==> src/rtl/jtag_host.sv <==
// jtag_host: JTAG initiator that turns command packets into TCK/TMS/TDI sequences and returns captured TDO.
// Optional build macro JTAG_HOST_AUTO_RESET_EN runs a TAP reset sequence right after rst_ni release.
module jtag_host #(
  parameter  int unsigned CLK_DIV = 4,
  parameter  int unsigned MAX_LEN = 32,
  localparam int unsigned LW      = $clog2(MAX_LEN + 1)
) (
  input  logic               clk_i,
  input  logic               rst_ni,
  input  logic               cmd_valid_i,
  output logic               cmd_ready_o,
  input  logic [1:0]         cmd_type_i,
  input  logic [LW-1:0]      cmd_len_i,
  input  logic [MAX_LEN-1:0] cmd_data_i,
  output logic               rsp_valid_o,
  input  logic               rsp_ready_i,
  output logic [MAX_LEN-1:0] rsp_data_o,
  output logic               busy_o,
  output logic               tck_o,
  output logic               tms_o,
  output logic               tdi_o,
  input  logic               tdo_i
);

  typedef enum logic [2:0] {S_IDLE, S_PRE, S_SHIFT, S_POST, S_RESP, S_DONE} state_e;

  localparam logic [1:0] CMD_RST  = 2'b00;
  localparam logic [1:0] CMD_IR   = 2'b01;
  localparam logic [1:0] CMD_DR   = 2'b10;
  localparam logic [1:0] CMD_IDLE = 2'b11;

  // TMS preambles, LSB emitted first
  localparam logic [5:0] PRE_RST = 6'b011111;
  localparam logic [5:0] PRE_IR  = 6'b000011;
  localparam logic [5:0] PRE_DR  = 6'b000001;

  localparam logic [7:0] DIV_LOAD = 8'(CLK_DIV - 1);

  state_e             state_q, state_d;
  logic [1:0]         type_q, type_d;
  logic [LW-1:0]      cnt_q, cnt_d;
  logic [LW-1:0]      len_q, len_d;
  logic [7:0]         div_q, div_d;
  logic               tck_q, tck_d;
  logic               tms_q, tms_d;
  logic               tdi_q, tdi_d;
  logic [5:0]         pre_q, pre_d;
  logic [MAX_LEN-1:0] data_q, data_d;
  logic [MAX_LEN-1:0] cap_q, cap_d;
  logic [LW-1:0]      len_eff;
  logic [LW-1:0]      idx;

  always_comb begin
    if (cmd_len_i == '0)                len_eff = LW'(1);
    else if (cmd_len_i > LW'(MAX_LEN)) len_eff = LW'(MAX_LEN);
    else                                len_eff = cmd_len_i;
  end

  always_comb begin
    state_d     = state_q;
    type_d      = type_q;
    cnt_d       = cnt_q;
    len_d       = len_q;
    div_d       = div_q;
    tck_d       = tck_q;
    tms_d       = tms_q;
    tdi_d       = tdi_q;
    pre_d       = pre_q;
    data_d      = data_q;
    cap_d       = cap_q;
    cmd_ready_o = 1'b0;
    rsp_valid_o = 1'b0;
    idx         = len_q - LW'(1) - cnt_q;
    case (state_q)
      S_IDLE: begin
        cmd_ready_o = 1'b1;
        if (cmd_valid_i) begin
          type_d = cmd_type_i;
          data_d = cmd_data_i;
          cap_d  = '0;
          len_d  = len_eff;
          div_d  = DIV_LOAD;
          tck_d  = 1'b0;
          case (cmd_type_i)
            CMD_RST: begin state_d = S_PRE; pre_d = PRE_RST; cnt_d = LW'(5); tms_d = 1'b1; end
            CMD_IR:  begin state_d = S_PRE; pre_d = PRE_IR;  cnt_d = LW'(3); tms_d = 1'b1; end
            CMD_DR:  begin state_d = S_PRE; pre_d = PRE_DR;  cnt_d = LW'(2); tms_d = 1'b1; end
            default: begin
              if (cmd_len_i == '0) begin
                state_d = S_DONE;
              end else begin
                state_d = S_SHIFT;
                cnt_d   = cmd_len_i - LW'(1);
                tms_d   = 1'b0;
                tdi_d   = cmd_data_i[0];
              end
            end
          endcase
        end
      end
      S_PRE, S_SHIFT, S_POST: begin
        if (div_q != 8'd0) begin
          div_d = div_q - 8'd1;
        end else begin
          div_d = DIV_LOAD;
          tck_d = ~tck_q;
          if (!tck_q) begin
            // rising edge of TCK: TDO is captured in this very cycle
            if (state_q == S_SHIFT && type_q != CMD_IDLE)
              cap_d = cap_q | ({{(MAX_LEN-1){1'b0}}, tdo_i} << idx);
          end else if (cnt_q != '0) begin
            cnt_d = cnt_q - LW'(1);
            case (state_q)
              S_PRE: begin
                pre_d = pre_q >> 1;
                tms_d = pre_q[1];
              end
              S_SHIFT: begin
                data_d = data_q >> 1;
                tdi_d  = data_q[1];
                tms_d  = (cnt_q == LW'(1)) && (type_q != CMD_IDLE);
              end
              default: tms_d = 1'b0;
            endcase
          end else begin
            case (state_q)
              S_PRE: begin
                if (type_q == CMD_RST) begin
                  state_d = S_DONE;
                end else begin
                  state_d = S_SHIFT;
                  cnt_d   = len_q - LW'(1);
                  tms_d   = (len_q == LW'(1));
                  tdi_d   = data_q[0];
                end
              end
              S_SHIFT: begin
                if (type_q == CMD_IDLE) begin
                  state_d = S_DONE;
                end else begin
                  state_d = S_POST;
                  cnt_d   = LW'(1);
                  tms_d   = 1'b1;
                  tdi_d   = 1'b0;
                end
              end
              default: state_d = S_RESP;
            endcase
          end
        end
      end
      S_RESP: begin
        rsp_valid_o = 1'b1;
        if (rsp_ready_i) state_d = S_IDLE;
      end
      default: state_d = S_IDLE;
    endcase
  end

  always_ff @(posedge clk_i or negedge rst_ni) begin
    if (!rst_ni) begin
`ifdef JTAG_HOST_AUTO_RESET_EN
      state_q <= S_PRE;
      pre_q   <= PRE_RST;
      cnt_q   <= LW'(5);
`else
      state_q <= S_IDLE;
      pre_q   <= '0;
      cnt_q   <= '0;
`endif
      type_q  <= CMD_RST;
      len_q   <= '0;
      div_q   <= DIV_LOAD;
      tck_q   <= 1'b0;
      tms_q   <= 1'b1;
      tdi_q   <= 1'b0;
      data_q  <= '0;
      cap_q   <= '0;
    end else begin
      state_q <= state_d;
      pre_q   <= pre_d;
      cnt_q   <= cnt_d;
      type_q  <= type_d;
      len_q   <= len_d;
      div_q   <= div_d;
      tck_q   <= tck_d;
      tms_q   <= tms_d;
      tdi_q   <= tdi_d;
      data_q  <= data_d;
      cap_q   <= cap_d;
    end
  end

  assign rsp_data_o = (state_q == S_RESP) ? cap_q : '0;
  assign busy_o     = (state_q != S_IDLE);
  assign tck_o      = tck_q;
  assign tms_o      = tms_q;
  assign tdi_o      = tdi_q;

endmodule

==> config.mk <==
export PLATFORM = sky130hd
export DESIGN_NAME = jtag_host
export DESIGN_NICKNAME = d
export VERILOG_FILES = /design/src/rtl/jtag_host.sv
export SDC_FILE = /design/constraint.sdc
export NUM_CORES = 1
export LEC_CHECK = 0
export ABC_AREA = 1
export BUFFER_PORTS_ARGS = -buffer_cell sky130_fd_sc_hd__buf_2
export CELL_PAD_IN_SITES_DETAIL_PLACEMENT = 0
export CELL_PAD_IN_SITES_GLOBAL_PLACEMENT = 1
export CORE_MARGIN = 2
export CORE_UTILIZATION = 42
export DETAILED_ROUTE_END_ITERATION = 8
export PLACE_DENSITY = 0.89
export SETUP_SLACK_MARGIN = 0.5
export SLEW_MARGIN = 20
export SYNTH_ARGS = -nofsm -noshare
export SYNTH_HDL_FRONTEND = slang
export SYNTH_SLANG_ARGS = --single-unit
export TNS_END_PERCENT = 1
==> constraint.sdc <==
create_clock -name clk_i -period 2.55 [get_ports clk_i]
set_input_delay 0.255 -clock clk_i [delete_from_list [all_inputs] [get_ports clk_i]]
set_output_delay 0.255 -clock clk_i [all_outputs]
set_load 0.05 [all_outputs]
==> flow_summary.ini <==
[run_status]
outcome = finished clean

[timing]
finClkSkew_ps = 11.6
tightest_slew_ps = 698
finalWorstSetupSlack_ps = 272
setup_viol = 0
max_freq_mhz = 439
setup-tns-final_ps = 0
min_period_ps = 2280
slew_violations = 0
fin_worst_hold_slack_ps = 158
rsz0062_at_grt = yes
slew_headroom_pct = 53.5
fin_crit_sh_pct = 89.3
hold_viol = 0

[floorplanning]
die_area_um2 = 14700
rows = 42
die_y_um = 121
core_area_um2 = 13300
num_io_pins = 83
die_w_um = 121
start_util_pct = 43.3

[cells_and_area]
diodes = 0
area_growth_pct = 25.4
drive_above_1_share_pct = 27.8
fill_cells = 1282
utilization_pct = 54.3
num-nets-final = 915

[route]
first_iter_violations = 262
via_per_inst = 4.96
vias = 5121
avgRoutedWirePerCell_um = 13.5
drt_wl_total_um = 13900
final_antenna_net_count = 0
firstDrtPassIters = 5
drc_errors = 0

[logic_synthesis]
yosys_warnings = 0
synth_fp_nets = 818
synth_edf_count = 0
synth_common_cells = nand2_1, nor2_1, inv_1
mappedNetlistArea_um2 = 5780
synth_top_area_share_pct = 40.3
syn-instance-count = 754
synth_most_common_cell = nand2_1
synth_top_cell_by_area = dfrtp_1
yosysUniqueCellTypes = 42
yosys_most_used_dff = dfrtp_1
synth_area_leaders = dfrtp_1, nand2_1, nor2_1
synth-seq-cells = 96
yosysSeqAreaShare_pct = 41.6
syn_area_per_cell_um2 = 7.67
async_flop_share_pct = 100

[clock_tree]
clk_pin_slew_ps = 70
cts.sinks = 96
clkLatencyLatePin_ps = 350
cts_buffers = 9
cts_buffer_depth = 2
htree_num_levels = 3
cts_tree = done
clockRootBuffer = clkbuf_16

[critical_path]
end_kind = flop
arrival_ps = 2560
cp_cell_sequence = inv_2, ha_4, nand2_4, xor2_2, inv_2, ha_4, nand2_2, inv_2, nand4_1, nand3_1, nand3_2, nand2_4, buf_12, nand2_2, a21oi_2
rr_endpoint = cap_q[7]
crit_end = cap_q[7]
path_depth = 15
cp_data_required_time_ps = 2830
rrSetupSlack_ps = 270
crit_top_cell = inv_2
crit_fanout = 8
crit_slowest_cell = dfrtp_1
crit_start = len_q[0]
critPathLaunchType = flop
crit_family = simple AND/OR/NAND/NOR gates
criticalPathCategory = flop to flop
reg2regPathDepth = 15
slowest_delay_ps = 400
critical_path_buf_inv_count = 4
r2r_start = len_q[0]

[grt]
grt_max_degree = 65
antenna_found_initial = 0
overflow = 0
grt_pass1_wl_um = 23600
grt_pass1_vias = 4958
grt_use_total_pct = 20.2

[flow_run]
drv_cap = 0

[placed_design]
place_ws_ps = 95.2
port_buffers = 82
dpl.hpwl_um = 9830
place_congestion = 0.868

[hold_path]
min_path_type = primary input to flop
[worst min path at each step]
stage | startpoint | endpoint | slack, ps | cells after the start
final | cmd_data_i[31] | data_q[31] | 160 | 3
after global routing | cmd_data_i[31] | data_q[31] | 190 | 3
after CTS | cmd_data_i[31] | data_q[31] | 150 | 3
after detailed placement | rst_ni | cnt_q[5] | 350 | 1
after global placement | rst_ni | cnt_q[4] | 360 | 1
after floorplan | rst_ni | cap_q[0] | -40 | 0
[sequential cells by signal, summed over array words and instances, names as in the netlist]
signal   count
tms_o        1
len_q        6
pre_q        4
div_q        8
cnt_q        6
type_q       2
cap_q       32
tdi_o        1
tck_o        1
state_q      3
data_q      32
[area by class of cell]
class	instances	area [µm²]	share of cell area, %
Inverter	100	383	5.28
Sequential cell	96	2410	33.2
Tap cell	176	220	3.04
Clock buffer	12	236	3.26
Timing Repair Buffer	108	722	9.96
Clock inverter	4	30.0	0.414
Multi-Input combinational cell	536	3250	44.9
[stage by stage]
step	cell area, µm²	std cells
after global placement	6540	999
after global routing	7250	1032
final	7250	1032
after CTS	7060	1028
after floorplan	5940	754
after detailed placement	6540	999
[repair_timing]
action / in CTS / in global routing
endpoints found under the hold margin: 48 / 0
buffers inserted: 8 / 3
resized for setup: 26 / 39
endpoints found under the setup margin: 71 / 112
cloned: 4 / 1
pin swaps: 5 / 15
hold buffers: 1 / 0
[worst min-delay path, cell delays in order]
cell and delay (ps):
buf_2 100, nand2_1 50, o21ai_1 60
[per-layer routing]
metal	wire, µm	up-vias	GRT usage [%]
li1	-	2605	-
met1	6480	2380	27.3
met2	6480	113	32.7
met3	634	23	3.57
met4	293	0	7.18
met5	0	-	0
[cells by family after synthesis]
family | share of synthesized area [%]
and+or+nand+nor | 27.0
buffers and inverters | 9.35
AOI/OAI and AO/OA | 11.2
DFF | 41.6
muxes | 5.19
adders and majority gates | 4.24
xor gates and xnor gates | 1.36
[layout by cell type (no fill, tap or decap), types with 2 or more instances in the layout]
master and n:
nor2_4 18, ha_1 13, nor3_1 8, buf_16 2, dfrtp_1 93, o21ai_0 50
nand2_1 157, ha_4 4, inv_2 9, mux2i_1 30, a21oi_2 10, o211ai_1 3
a21oi_1 34, clkbuf_16 10, xor2_2 2, a22oi_1 4, nand2_4 9, nand2_2 11
buf_12 4, xnor2_2 2, nor2_1 66, nand3_2 2, nor2_2 30, inv_1 88
or2_2 4, nand3b_1 2, nand3_1 37, clkbuf_1 3, dfstp_2 3, nand4_1 4
xor2_1 5, inv_4 3, o21ai_1 13, buf_2 81, o22ai_1 3, buf_4 18
nand3_4 4
Power is not shown: default switching activity piles up to over one toggle a cycle in this logic, so the estimate is an artifact.
